--- src/rtl/wb_master_agent.sv ---
// Single-word Wishbone classic (B3) bus master driven by a start/done command port.
// Each accepted command becomes exactly one CYC/STB bus cycle ending on ACK, ERR or timeout.
module wb_master_agent #(
   parameter int DATA_WIDTH     = 32,
   parameter int ADDR_WIDTH     = 32,
   parameter int TIMEOUT_CYCLES = 256
) (
   input  logic                    i_clk,
   input  logic                    i_rst,
   input  logic                    i_start,
   input  logic                    i_we,
   input  logic [ADDR_WIDTH-1:0]   i_addr,
   input  logic [DATA_WIDTH-1:0]   i_wdata,
   output logic                    o_done,
   output logic [DATA_WIDTH-1:0]   o_rdata,
   output logic                    o_err,
   output logic                    o_busy,
   output logic                    o_wb_cyc,
   output logic                    o_wb_stb,
   output logic                    o_wb_we,
   output logic [ADDR_WIDTH-1:0]   o_wb_adr,
   output logic [DATA_WIDTH-1:0]   o_wb_dat,
   output logic [DATA_WIDTH/8-1:0] o_wb_sel,
   input  logic [DATA_WIDTH-1:0]   i_wb_dat,
   input  logic                    i_wb_ack,
   input  logic                    i_wb_err
);

   localparam int SEL_W = DATA_WIDTH / 8;
   localparam int CNT_W = (TIMEOUT_CYCLES > 1) ? $clog2(TIMEOUT_CYCLES) : 1;
   // Count value seen on the last permitted BUS cycle; abort happens at that edge.
   localparam logic [CNT_W-1:0] CNT_LAST =
      (TIMEOUT_CYCLES > 0) ? CNT_W'(TIMEOUT_CYCLES - 1) : '0;

   typedef enum logic [1:0] {
      ST_IDLE = 2'd0,
      ST_BUS  = 2'd1,
      ST_DONE = 2'd2
   } state_t;

   state_t                  state_q, state_d;
   logic [CNT_W-1:0]        cnt_q, cnt_d;
   logic                    cyc_q, cyc_d;
   logic                    stb_q, stb_d;
   logic                    we_q, we_d;
   logic [ADDR_WIDTH-1:0]   adr_q, adr_d;
   logic [DATA_WIDTH-1:0]   dat_q, dat_d;
   logic [SEL_W-1:0]        sel_q, sel_d;
   logic                    done_q, done_d;
   logic                    err_q, err_d;
   logic                    busy_q, busy_d;
   logic [DATA_WIDTH-1:0]   rdata_q, rdata_d;
   logic                    timeout_hit;

   assign timeout_hit = (TIMEOUT_CYCLES != 0) && (cnt_q == CNT_LAST);

   always_comb begin
      state_d = state_q;
      cnt_d   = cnt_q;
      cyc_d   = cyc_q;
      stb_d   = stb_q;
      we_d    = we_q;
      adr_d   = adr_q;
      dat_d   = dat_q;
      sel_d   = sel_q;
      done_d  = 1'b0;
      err_d   = err_q;
      rdata_d = rdata_q;

      case (state_q)
         ST_IDLE, ST_DONE: begin
            if (i_start) begin
               state_d = ST_BUS;
               cnt_d   = '0;
               cyc_d   = 1'b1;
               stb_d   = 1'b1;
               we_d    = i_we;
               adr_d   = i_addr;
               dat_d   = i_we ? i_wdata : '0;
               sel_d   = '1;
               err_d   = 1'b0;
            end else begin
               state_d = ST_IDLE;
            end
         end

         ST_BUS: begin
            // ERR wins over ACK when a slave raises both.
            if (i_wb_ack || i_wb_err) begin
               state_d = ST_DONE;
               cyc_d   = 1'b0;
               stb_d   = 1'b0;
               sel_d   = '0;
               done_d  = 1'b1;
               err_d   = i_wb_err;
               if (!i_wb_err && !we_q) begin
                  rdata_d = i_wb_dat;
               end
            end else if (timeout_hit) begin
               state_d = ST_DONE;
               cyc_d   = 1'b0;
               stb_d   = 1'b0;
               sel_d   = '0;
               done_d  = 1'b1;
               err_d   = 1'b1;
            end else if (TIMEOUT_CYCLES != 0) begin
               cnt_d = cnt_q + 1'b1;
            end
         end

         default: begin
            state_d = ST_IDLE;
            cyc_d   = 1'b0;
            stb_d   = 1'b0;
            sel_d   = '0;
         end
      endcase

      busy_d = (state_d != ST_IDLE);
   end

   always_ff @(posedge i_clk) begin
      if (i_rst) begin
         state_q <= ST_IDLE;
         cnt_q   <= '0;
         cyc_q   <= 1'b0;
         stb_q   <= 1'b0;
         we_q    <= 1'b0;
         adr_q   <= '0;
         dat_q   <= '0;
         sel_q   <= '0;
         done_q  <= 1'b0;
         err_q   <= 1'b0;
         busy_q  <= 1'b0;
         rdata_q <= '0;
      end else begin
         state_q <= state_d;
         cnt_q   <= cnt_d;
         cyc_q   <= cyc_d;
         stb_q   <= stb_d;
         we_q    <= we_d;
         adr_q   <= adr_d;
         dat_q   <= dat_d;
         sel_q   <= sel_d;
         done_q  <= done_d;
         err_q   <= err_d;
         busy_q  <= busy_d;
         rdata_q <= rdata_d;
      end
   end

   assign o_done   = done_q;
   assign o_rdata  = rdata_q;
   assign o_err    = err_q;
   assign o_busy   = busy_q;
   assign o_wb_cyc = cyc_q;
   assign o_wb_stb = stb_q;
   assign o_wb_we  = we_q;
   assign o_wb_adr = adr_q;
   assign o_wb_dat = dat_q;
   assign o_wb_sel = sel_q;

endmodule

--- config.mk ---
export PLATFORM = sky130hd
export DESIGN_NAME = wb_master_agent
export DESIGN_NICKNAME = d
export VERILOG_FILES = /design/src/rtl/wb_master_agent.sv
export SDC_FILE = /design/constraint.sdc
export NUM_CORES = 1
export LEC_CHECK = 0
export CAP_MARGIN = 20
export CORE_ASPECT_RATIO = 0.5
export CORE_UTILIZATION = 43
export CTS_CLUSTER_SIZE = 30
export DETAILED_ROUTE_END_ITERATION = 7
export PLACE_DENSITY = 0.82
export SLEW_MARGIN = 20
export SYNTH_ARGS = -nofsm -noshare
export SYNTH_HDL_FRONTEND = slang
export SYNTH_SLANG_ARGS = --single-unit
--- constraint.sdc ---
create_clock -name i_clk -period 3.45 [get_ports i_clk]
set_clock_uncertainty 0.15 [all_clocks]
set_input_delay 0.8625 -clock i_clk [delete_from_list [all_inputs] [get_ports i_clk]]
set_output_delay 0.8625 -clock i_clk [all_outputs]
set_load 0.005 [all_outputs]
### After elaboration in Yosys (flattened, before gate mapping)

Cells that the tools add are included.

| word-level totals | value |
|---|---|
| register bits | 115 |
| bits in latches | 0 |
| RAM bits | 0 |
| memory bits (read-only) | 0 |
| bits of input ports | 102 |
| output and inout port bits | 106 |
| memories | 0 |

| cells by class | value |
|---|---|
| add/subtract/negate cells | 1 |
| multipliers | 0 |
| div/mod/pow operators | 0 |
| order comparisons | 0 |
| eq/ne operators | 7 |
| shift-type cells | 0 |
| multiplexer cells | 23 |
| bitwise logic cells | 1 |
| reductions and logical operators | 14 |

Operator list:

| kind | number |
|---|---|
| $mux W32 | 1 |
| $mux W8 | 3 |
| $pmux W8 S2 | 1 |
| $mux W4 | 3 |
| $mux W1 | 9 |
| $add A8 B1 Y8 const B | 1 |
| $eq A8 B8 Y1 const B | 1 |
| $pmux W4 S2 | 1 |
| $ne A2 B2 Y1 const B | 3 |
| $reduce_and A3 Y1 | 2 |
| $mux W2 | 2 |
| $pmux W1 S2 | 2 |
| $pmux W2 S2 | 1 |
| $reduce_and A2 Y1 | 2 |
| $reduce_and A4 Y1 | 1 |
| $reduce_bool A2 Y1 | 2 |
| $reduce_or A2 Y1 | 2 |
| $ne A3 B3 Y1 const B | 1 |
| $eq A2 B1 Y1 const B | 1 |
| $eq A2 B2 Y1 const B | 1 |
| $logic_not A1 Y1 | 2 |
| $logic_not A2 Y1 | 1 |
| $logic_and A1 B1 Y1 | 1 |
| $logic_or A1 B1 Y1 | 1 |
| $not A1 Y1 | 1 |

### Logic depth before layout (Yosys ltp)

| depth | value |
|---|---|
| depth in word-level cells | 5 |
| gate-level depth with buffers | 6 |

### Least setup slack after synthesis

Ideal clock, no wire load.

| timing path | value |
|---|---|
| kind | input port to flip-flop |
| start | input i_rst |
| end | register cnt_q[7] |
| arrival time | 1,805 ps |
| data required time | 3,218 ps |
| slack | 1,412 ps |
| cell stages on the path | 4 |
| path buffers | 0 |
| path through | nor3b_4 > o211ai_1 > or4_1 > o221ai_1 |

RTL lines:

| what | RTL line | RTL |
|---|---|---|
| start: declaration | 9 | `input logic i_rst,` |
| end signal: assignment | 138 | `cnt_q <= cnt_d;` |
| end: declaration | 42 | `logic [CNT_W-1:0] cnt_q, cnt_d;` |

### Worst setup path in the final report

| timing path | value |
|---|---|
| start | register we_q (netlist: o_wb_we) |
| end | output o_wb_we |

RTL lines:

| what | RTL line | RTL |
|---|---|---|
| start: declaration | 45 | `logic we_q, we_d;` |
| start signal: assignment | 141 | `we_q <= we_d;` |
| end: declaration | 20 | `output logic o_wb_we,` |

No word-level cell between the ends.

==> results.sh <==
export IMPL_cpMaxStageDelayCell="clkdlybuf4s50_1"
export IMPL_period_needed_ns=2.40
export IMPL_synth_top_area_frac=0.540
export IMPL_ys_seq_area_frac=0.540
export IMPL_utilization=0.729
export IMPL_path_clk_slew_ns=0.07
export IMPL_critPathArrivalTime_ns=1.39
export IMPL_power_switching_share=0.219
export IMPL_synth_top_area_cell="dfxtp_1"
export IMPL_power_switching_uw=644
export IMPL_finalSetupViolCount=0
export IMPL_stdcell_count=811
export IMPL_required_ns=2.44
export IMPL_layout_drive_gt1_share=0.0432
export IMPL_die_area_um2=9980
export IMPL_yosysWarnings=0
export IMPL_hold_viol_final=0
export IMPL_drtPass1Iterations=5
export IMPL_grt_overflow=0
export IMPL_clkSinkCount=111
export IMPL_gp_congestion=0.847
export IMPL_hold_slack_ns=0.300
export IMPL_p_comb_frac=0.132
export IMPL_crit_path_start_kind="register"
export IMPL_clock_fmax_ghz=0.416
export IMPL_clkPwrFrac=0.406
export IMPL_area_growth_syn_to_layout_pct=59.1
export IMPL_worst_path_max_fanout=4
export IMPL_grt_pass1_wl_um=18500
export IMPL_mostFrequentLayoutCells="clkdlybuf4s50_1 (206), nand2_1 (166), dfxtp_1 (111), a21oi_1 (103), nand3_1 (37)"
export IMPL_hold_class="reg2reg"
export IMPL_syn_area_um2=4110
export IMPL_vias_per_cell=5.06
export IMPL_synth_cell_types=38
export IMPL_cts_tree="built"
export IMPL_io_pins=208
export IMPL_drt_wl_total_um=11800
export IMPL_path_delay_family="buffers and inverters"
export IMPL_h_tree_depth=3
export IMPL_yosys_top_cells_area="dfxtp_1 (54%), nand2_1 (15%), a21oi_1 (13%)"
export IMPL_fin_crit_sh=0.697
export IMPL_worst_skew_pair_late_latency_ns=0.34
export IMPL_grt_max_degree=57
export IMPL_drt_iter0_drc=339
export IMPL_antenna_found_initial=0
export IMPL_syn_area_per_cell_um2=8.11
export IMPL_power_frac_seq=0.462
export IMPL_crit_chain="clkdlybuf4s50_1"
export IMPL_crit_buf_inv=1
export IMPL_drc=0
export IMPL_p_per_area_nw_per_um2=448
export IMPL_internal_power_mw=2.29
export IMPL_wl_met2_um=5770
export IMPL_placed_cells=795
export IMPL_syn_nets=610
export IMPL_met3_length_um=818
export IMPL_max_slew_margin=0.596
export IMPL_first_global_vias=3791
export IMPL_worstSetupPathType="reg2out"
export IMPL_rows=24
export IMPL_avgRoutedWirePerCell_um=14.5
export IMPL_cts_resized_gates=0
export IMPL_setup_total_negative_slack_ns=0
export IMPL_cts_path_max_buffers=2
export IMPL_postSynthCellCount=507
export IMPL_ant_nets=0
export IMPL_critPathCaptureType="output port"
export IMPL_hold_buffers=0
export IMPL_cts_root_buf="clkbuf_16"
export IMPL_p_total_mw=2.93
export IMPL_initial_utilization=0.458
export IMPL_leakage_nw=2.29
export IMPL_antennaDiodeCount=0
export IMPL_vias=4102
export IMPL_dp_hpwl_um=7920
export IMPL_coreArea_um2=8980
export IMPL_die_width_um=140
export IMPL_slowest_delay_ns=0.59
export IMPL_numPortBuffers=207
export IMPL_cts_buffers=9
export IMPL_nNetsFinal=792
export IMPL_synth_seq_cells=111
export IMPL_status="complete, no violations"
export IMPL_tightest_slew_ns=0.605
export IMPL_met1Wirelength_um=4970
export IMPL_drv_cap=0
export IMPL_vdd_drop_max_mv=0.269
export IMPL_rsz0062_at_grt="no"
export IMPL_grt_use_total=0.233
export IMPL_dieHeight_um=71.2
export IMPL_final_common_cell="clkdlybuf4s50_1"
export IMPL_cts_setup_buffers=0
export IMPL_highest_layer="met4"
export IMPL_drv_slew=0
layer usage:
metal,global-route usage,vias up
met4,0.0818,0
met5,0,-
met1,0.277,1887
met2,0.407,143
li1,-,2051
met3,0.0684,21
power by group through the flow:
stage | clock network (mW) | logic [mW] | registers [mW]
2_1_floorplan | 0 | 0.133 | 1.39
3_5_place_dp | 0 | 0.386 | 1.39
5_1_grt | 1.27 | 0.416 | 1.36
6_report | 1.19 | 0.387 | 1.36
3_3_place_gp | 0 | 0.380 | 1.38
4_1_cts | 1.22 | 0.389 | 1.36
worst reg2reg max path, stage by stage (launching register included):
cell	delay, ns
dfxtp_1	0.43
ha_1	0.26
nand4_1	0.24
o32ai_2	0.46
nand2_1	0.17
o221ai_1	0.19
state kept, by name, summed over array words and instances, names as in the netlist:
signal    count
o_wb_adr     32
o_wb_sel      1
o_wb_we       1
state_q       2
cnt_q         8
o_busy        1
o_wb_dat     32
o_err         1
o_done        1
o_rdata      32
cells by family (layout without fill, tap and decap cells):
group,after synthesis,in the layout,synth area share
AOI/OAI and AO/OA,122,122,0.161
adders and majority gates,1,1,0.00304
buffers and inverters,45,232,0.0542
DFF,111,111,0.540
and+or+nand+nor,228,228,0.241
per-stage QoR:
step	worst slack, ns	area, um^2
after global routing	1.01	6550
after detailed placement	0.743	6200
after floorplan	1.41	4110
final	1.05	6550
after CTS	1.04	6550
after global placement	0.785	6200
synthesized netlist by cell type:
cell type / instances
a21oi_1: 103
a22oi_1: 1
a31oi_1: 3
a32o_1: 1
and2b_1: 1
and3_1: 1
and4_1: 1
buf_1: 4
buf_2: 10
buf_4: 5
buf_6: 3
clkbuf_1: 20
dfxtp_1: 111
ha_1: 1
inv_1: 3
nand2_1: 166
nand2b_1: 3
nand3_1: 37
nand4_1: 2
nor2_1: 6
nor2b_1: 1
nor3_1: 1
nor3_2: 1
nor3b_4: 1
nor4_1: 1
nor4b_4: 1
o211a_1: 1
o211ai_1: 2
o21ai_0: 4
o21ai_1: 1
o221a_2: 1
o221ai_1: 1
o31a_1: 2
o31ai_1: 1
o32ai_2: 1
or2b_4: 1
or3_1: 3
or4_1: 1
final timing paths:
check	slack, ns	from	end	depth (start not counted)
worst min register to register	0.30	o_wb_dat[13]	o_wb_dat[13]	2
worst max register to register	1.47	cnt_q[0]	cnt_q[7]	5
worst min-delay path	0.30	o_wb_dat[13]	o_wb_dat[13]	2
worst max-delay path	1.05	o_wb_we	o_wb_we	1
area by class of cell:
cell class	instances	area (um^2)
fillers	702	2430
flip-flops and latches	111	2220
repair buffers	213	2140
multi-input cells	351	1680
clock buffers	11	243
well taps	117	146
clock inverters	5	105
inverters	3	11.3
Note: power is estimated with default switching activity, not from simulation.
